<file path="src/rtl/exp_pkg.sv">
// Shared constants and coefficient helper for the Taylor-series e^x engine.
package exp_pkg;

    localparam int unsigned W  = 16;
    localparam int unsigned F  = 14;
    localparam int unsigned N  = 8;
    localparam int unsigned CW = $clog2(N);

    // floor(2^frac / (k+1)): reciprocal scale applied to the running term
    function automatic int unsigned coef(input int unsigned k, input int unsigned frac = F);
        return (32'd1 << frac) / (k + 32'd1);
    endfunction

endpackage

</file>
<file path="src/rtl/exp_coef_rom.sv">
// Combinational reciprocal table: counter value k -> floor(2^F/(k+1)).
module exp_coef_rom
    import exp_pkg::*;
#(
    parameter int unsigned W = exp_pkg::W,
    parameter int unsigned F = exp_pkg::F,
    parameter int unsigned N = exp_pkg::N,
    localparam int unsigned CW = $clog2(N)
) (
    input  logic [CW-1:0] idx,
    output logic [W-1:0]  val_c
);

    // Indices past N-1 (only reachable when N is not a power of two) read as zero
    always_comb begin
        val_c = '0;
        for (int k = 0; k < int'(N); k++) begin
            if (idx == CW'(k)) begin
                val_c = W'(coef(k, F));
            end
        end
    end

endmodule

</file>
<file path="src/rtl/exp_datapath.sv">
// Fixed-point datapath for the e^x engine: x, t, r registers, term counter c,
// one shared multiplier and a saturating accumulator.
module exp_datapath
    import exp_pkg::*;
#(
    parameter int unsigned W = exp_pkg::W,
    parameter int unsigned F = exp_pkg::F,
    parameter int unsigned N = exp_pkg::N
) (
    input  logic         clk,
    input  logic         rst,
    input  logic [W-1:0] x_in,
    input  logic         initx,
    input  logic         ldx,
    input  logic         initt,
    input  logic         ldt,
    input  logic         initr,
    input  logic         ldr,
    input  logic         ldc,
    input  logic         enc,
    input  logic         s,
    output logic         co,
    output logic [W-1:0] y
);

    localparam int unsigned CW  = $clog2(N);
    localparam int unsigned PW  = 2 * W;
    localparam int unsigned SW  = W + 1;
    localparam logic [W-1:0] ONE = W'(32'd1 << F);

    logic [W-1:0]  x;
    logic [W-1:0]  t;
    logic [W-1:0]  r;
    logic [CW-1:0] c;

    logic [W-1:0]  coef_c;
    logic [W-1:0]  mul_b_c;
    logic [W-1:0]  t_mul_c;
    logic [SW-1:0] sum_c;
    logic [W-1:0]  r_sum_c;

    exp_coef_rom #(
        .W (W),
        .F (F),
        .N (N)
    ) u_coef_rom (
        .idx   (c),
        .val_c (coef_c)
    );

    // Shared multiplier: full-width product, drop F fraction bits, keep low W
    always_comb begin
        mul_b_c = s ? coef_c : x;
        t_mul_c = W'((PW'(t) * PW'(mul_b_c)) >> F);
    end

    // Saturating accumulate
    always_comb begin
        sum_c   = SW'(r) + SW'(t);
        r_sum_c = sum_c[W] ? '1 : sum_c[W-1:0];
    end

    always_ff @(posedge clk or negedge rst) begin
        if (!rst) begin
            x <= '0;
        end else if (initx) begin
            x <= '0;
        end else if (ldx) begin
            x <= x_in;
        end
    end

    always_ff @(posedge clk or negedge rst) begin
        if (!rst) begin
            t <= '0;
        end else if (initt) begin
            t <= ONE;
        end else if (ldt) begin
            t <= t_mul_c;
        end
    end

    always_ff @(posedge clk or negedge rst) begin
        if (!rst) begin
            r <= '0;
        end else if (initr) begin
            r <= '0;
        end else if (ldr) begin
            r <= r_sum_c;
        end
    end

    // Free-running wrap at 2^CW-1; the controller stops on co
    always_ff @(posedge clk or negedge rst) begin
        if (!rst) begin
            c <= '0;
        end else if (ldc) begin
            c <= '0;
        end else if (enc) begin
            c <= c + CW'(1);
        end
    end

    assign co = (c == CW'(N - 1));
    assign y  = r;

endmodule

</file>
<file path="config.mk">
export PLATFORM = sky130hd
export DESIGN_NAME = exp_datapath
export DESIGN_NICKNAME = d
export VERILOG_FILES = /design/src/rtl/exp_pkg.sv /design/src/rtl/exp_coef_rom.sv /design/src/rtl/exp_datapath.sv
export SDC_FILE = /design/constraint.sdc
export NUM_CORES = 1
export LEC_CHECK = 0
export CORE_ASPECT_RATIO = 1.5
export CORE_UTILIZATION = 55
export CTS_CLUSTER_DIAMETER = 60
export DETAILED_ROUTE_END_ITERATION = 7
export HOLD_SLACK_MARGIN = 0.05
export PLACE_DENSITY = 0.74
export SETUP_SLACK_MARGIN = 0.15
export SYNTH_ARGS = -nofsm -noshare
export SYNTH_HDL_FRONTEND = slang
export SYNTH_SLANG_ARGS = --single-unit
</file>
<file path="constraint.sdc">
create_clock -name clk -period 17.1 [get_ports clk]
set_clock_uncertainty 0.1 [all_clocks]
set_input_delay 3.42 -clock clk [delete_from_list [all_inputs] [get_ports clk]]
set_output_delay 3.42 -clock clk [all_outputs]
set_load 0.01 [all_outputs]
</file>
# == After elaboration in Yosys (flattened, before gate mapping) ==
# Index checks and enable logic that the tools add are counted.
# word_totals
rom_bits,0
reg_bits,51
latch_bits,0
inputBits,27
elab_cells,37
ram_bits,0
n_memories,0
# classes
shift,0
n_bitwise,0
reduce_logical,5
mul,1
div,0
eq_ne,7
magnitude_cmp,0
n_mux,18
addsub,2
# op_table
operator,count
$mux W16,8
$mux W15,8
$mul A16 B16 Y30,1
$add A16 B16 Y17,1
$eq A3 B3 Y1 const B,4
$reduce_bool A2 Y1,4
$eq A3 B2 Y1 const B,2
$mux W3,2
$add A3 B1 Y3 const B,1
$eq A3 B1 Y1 const B,1
$logic_not A3 Y1,1

# == Longest topological paths before layout ==
# logic_depth
ltp_word,13
ltp_mapped,30

# == Modules after synthesis ==
# From an unflattened synthesis, not the netlist that was laid out.
# hier_totals
hier_cells,1211
hier_area_um2,10976.8
# modules_own_cells
mod,n_inst,area_per_inst_um2,seq_area_each_um2,cells_each
exp_datapath,1,10850.4,1276.2,1192
exp_coef_rom,1,126.4,0.0,19

# == Worst setup path after synthesis ==
# No wires, ideal clock.
# synth_path
path_type,input to register
from,input port s
to,register t[15]
setup_slack_ps,7298
path_stages,26
arrival_ps,9606
setup_ps,95
path_buffers,2
path_cell_list,nor2b_1 o21ai_0 o2bb2ai_1 clkbuf_1 nand2_1 fa_1 inv_1 fa_1 inv_1 fa_1 inv_1 fa_1 inv_1 fa_1 inv_1 fa_1 ha_1 clkbuf_1 and3_1 a221oi_1 nor3_1 o21ai_0 o21ai_1 or3_1 a311o_1 o31ai_1
# synth_via
elab_chain_len,4
# synth_lines
item,line_no,text
from (decl),exp_datapath.sv:21,"input logic s,"
$mux W16,exp_datapath.sv:53,mul_b_c = s ? coef_c : x;
$mul A16 B16 Y30,exp_datapath.sv:54,t_mul_c = W'((PW'(t) * PW'(mul_b_c)) >> F);
$mux W16,exp_datapath.sv:78,end else if (ldt) begin
$mux W16,exp_datapath.sv:76,end else if (initt) begin
to (signal assigned),exp_datapath.sv:79,t <= t_mul_c;
to (decl),exp_datapath.sv:32,logic [W-1:0] t;
# No other way between the ends. The select of a mux whose other input is x is not followed.
# A chain may end at the register's enable or synchronous reset.

# == Final worst setup path ==
# Ends and elaborated chain as after synthesis.

==> impl_metrics.csv <==
group,metric,value,unit
status,status,"finished, final reports clean",
setup_path,worst_path_dominant_cell_family,"adder cells",
final_layout,flow.area_growth_from_synthesis,7.882,%
setup_path,worst-setup-path-type,"input pin to flop",
clock_tree,postCtsHoldBufs,0,
power_and_ir_drop,ir_drop,0.00008858,V
clock_tree,cts_setup_buffers,0,
logic_synthesis,synth_async_sr_flop_share,1.000,
hold_path,cell_depth_of_the_worst_hold_path,2,
clock_tree,clock_tree.root_cell,"sky130_fd_sc_hd__clkbuf_16",
clock_tree,cts.path.max_buffers,2,
global_routing,grt.total_usage,0.2800,
hold_path,worstHoldPathType,"flop to flop",
power_and_ir_drop,power.density_cell_area,46.02,nW/um^2
place,place.gp.congestion,0.8850,
global_routing,antenna_found_initial,0,
logic_synthesis,synth_flop_cell,"sky130_fd_sc_hd__dfrtp_1",
die,die_width,118.1,um
setup_path,critPathArrivalTime,11340,ps
final_layout,finish.cell_count_without_fillers,1551,
hold_path,end_of_the_worst_hold_path,"x[3]$_DFFE_PN0P_",
die,die_y,176.2,um
setup_path,cp_num_buf_inv,6,
logic_synthesis,synth_seq_area_share,0.1147,
final_layout,antenna_cells_inserted,0,
routing,route.detailed.drc,0,
timing,finalCriticalPeriod,11220,ps
routing,drtIter0Drc,425,
logic_synthesis,top_cells_by_area_in_the_synthesized_netlist,"sky130_fd_sc_hd__fa_1 (35%), sky130_fd_sc_hd__ha_1 (13%), sky130_fd_sc_hd__dfrtp_1 (11%)",
place,dp_hpwl,21.12,mm
logic_synthesis,synth_nets,1603,
global_routing,via_count_of_the_first_global_routing_pass,9100,
die,ios,44,
setup_path,r2r_cells,26,
global_routing,grt_start_max_net_pins,52,
setup_path,max_stage_delay,840,ps
routing,route.vias.total,8627,
clock_tree,ctsResizeCount,0,
hold_path,worst_hold_startpoint,"x[3]$_DFFE_PN0P_",
setup_path,worstPathRequired,17230,ps
logic_synthesis,netlist.area_leader.share,0.3472,
timing,fin_crit_sh,0.6559,
setup_path,r2r-end,"t[15]$_DFFE_PN0P_",
setup_path,worst_r2r_setup_slack,8860,ps
logic_synthesis,syn-mean-instance-area,8.755,um^2
power_and_ir_drop,power,552.5,uW
setup_path,worstSetupEndpointType,"flop",
place,dp.cells,1543,
timing,slew-limit-headroom,0.3383,
logic_synthesis,ys_top_cells_by_count,"sky130_fd_sc_hd__inv_1 (263), sky130_fd_sc_hd__fa_1 (193), sky130_fd_sc_hd__nand2_1 (166), sky130_fd_sc_hd__ha_1 (112), sky130_fd_sc_hd__and2_1 (108)",
clock_tree,cts.reportedPaths.clkPinSlew,80,ps
clock_tree,tritoncts.num_buffers,5,
logic_synthesis,yosysTopAreaCell,"sky130_fd_sc_hd__fa_1",
logic_synthesis,synth.ff_latch_count,51,
routing,drt_pass1_iterations,5,
power_and_ir_drop,power.static_leakage,6.063,nW
global_routing,grt_pass1_wl,45.64,mm
timing,unrepaired_setup_endpoints_after_global_routing,"false",
logic_synthesis,synthMostInstantiatedCell,"sky130_fd_sc_hd__inv_1",
setup_path,path_max_fanout,16,
logic_synthesis,netlist-cell-type-count,57,
clock_tree,tritoncts,"yes",
timing,setup_tns,0,ps
die,floorplan.initialDensity,0.5624,
clock_tree,cts-htree-levels,2,
place,io_buffer_count,43,
logic_synthesis,netlist_area_pre_place,11130,um^2
clock_tree,clkSinkCount,51,
timing,setup_viol,0,
timing,achievable-frequency,89.17,MHz
routing,ant_nets,0,
routing,drt_wl_total,27.28,mm
die,floorplan.core_area,19790,um^2
setup_path,startpoint_of_the_worst_register_to_register_path,"c[2]$_DFFE_PN0P_",
final_layout,drive_above_1_share,0.03021,
timing,drv_slew,0,
logic_synthesis,postSynthCellCount,1271,
routing,detail_route.wl_per_cell,17.59,um
final_layout,finish.net_count,1622,
timing,slew_worst_pin,992.5,ps
die,dieArea,20820,um^2
final_layout,post-route-util,0.6068,
setup_path,timing.critical_path.slowest_stage_cell,"sky130_fd_sc_hd__clkdlybuf4s50_1",
logic_synthesis,synth_edf_count,0,
setup_path,path_common_cell,"sky130_fd_sc_hd__fa_1",
global_routing,gr-total-overflow,0,
setup_path,critical_path.startpoint_type,"input pin",
timing,finalHoldViolations,0,
run,drv.max_cap_violation_count,0,
logic_synthesis,syn_warnings,0,
clock_tree,clkLatencyLatePin,310,ps
die,row_count,63,
routing,vias_per_cell,5.562,
area by class of cell:
| type | instances | area [um^2] |
|---|---|---|
| Clock inverter | 3 | 31.28 |
| Inverter | 263 | 987.2 |
| Fill cell | 1722 | 7780 |
| Clock buffer | 5 | 125.1 |
| Multi-Input combinational cell | 906 | 8685 |
| Sequential cell | 51 | 1276 |
| Timing Repair Buffer | 63 | 575.6 |
| Tap cell | 260 | 325.3 |
tightest hold or removal path, delay by kind of cell (launching register included):
kind          cells  cell delay, ps
flops             1             350
simple gates      1              80
mux               1              70
registers in the layout (all words and copies together), names as in the netlist:
signal and cells:
x 16, c 3, y 16, t 16
how the worst max path moves through the flow:
| stage | start | to | slack, ps | cells past startpoint |
|---|---|---|---|---|
| global route | s | t[15]$_DFFE_PN0P_ | 5440 | 25 |
| CTS | s | t[15]$_DFFE_PN0P_ | 5980 | 25 |
| floorplan | s | t[15]$_DFFE_PN0P_ | 7300 | 26 |
| global placement | s | t[15]$_DFFE_PN0P_ | 5780 | 25 |
| detailed placement | s | t[15]$_DFFE_PN0P_ | 5650 | 25 |
| finish | s | t[15]$_DFFE_PN0P_ | 5880 | 25 |
layout by cell type, fill, tap and decap left out, types with 10 or more instances in the layout:
cell type	synthesis	final
sky130_fd_sc_hd__buf_4	0	20
sky130_fd_sc_hd__nand3_1	11	11
sky130_fd_sc_hd__a21o_1	12	12
sky130_fd_sc_hd__nor3_1	15	15
sky130_fd_sc_hd__nor2_1	70	70
sky130_fd_sc_hd__a211oi_1	20	20
sky130_fd_sc_hd__fa_1	193	193
sky130_fd_sc_hd__clkdlybuf4s50_1	0	42
sky130_fd_sc_hd__dfrtp_1	51	51
sky130_fd_sc_hd__inv_1	263	263
sky130_fd_sc_hd__nand2b_1	10	10
sky130_fd_sc_hd__xnor2_1	16	16
sky130_fd_sc_hd__nand2_1	166	166
sky130_fd_sc_hd__mux2i_1	20	20
sky130_fd_sc_hd__and2_1	108	108
sky130_fd_sc_hd__o21ai_0	31	28
sky130_fd_sc_hd__xor2_1	12	12
sky130_fd_sc_hd__a21oi_1	23	23
sky130_fd_sc_hd__ha_1	112	112
power breakdown:
group          leakage, nW  internal, mW  switching (mW)  total (mW)
Sequential           0.677         0.131          0.0317       0.163
Combinational         5.31         0.113           0.166       0.279
Clock               0.0782        0.0571          0.0540       0.111
Total                 6.06         0.301           0.251       0.552
stage by stage:
step	setup WS, ps	hold WS [ps]	cell area (um^2)
6_report	5885	430.0	12010
5_1_grt	5439	462.8	12010
4_1_cts	5980	432.0	12010
3_5_place_dp	5653	414.2	11850
3_3_place_gp	5776	401.4	11850
2_1_floorplan	7298	378.1	11130
cell families (layout without fill, tap and decap cells):
group	Yosys count	in the layout	synth area share
AOI/OAI and AO/OA	144	144	0.08984
xor gates and xnor gates	28	28	0.02204
adders and majority gates	305	305	0.4731
buffers and inverters	314	334	0.1061
DFF	51	51	0.1147
muxes	21	21	0.01900
and+or+nand+nor	408	408	0.1752
layer usage:
layer	vias up	GRT usage	share of wire
li1	3984	-	-
met1	4344	0.3350	0.38
met2	246	0.5277	0.54
met3	53	0.02487	0.050
met4	0	0.08707	0.028
met5	-	0	0
(Power assumes the default switching activity.)
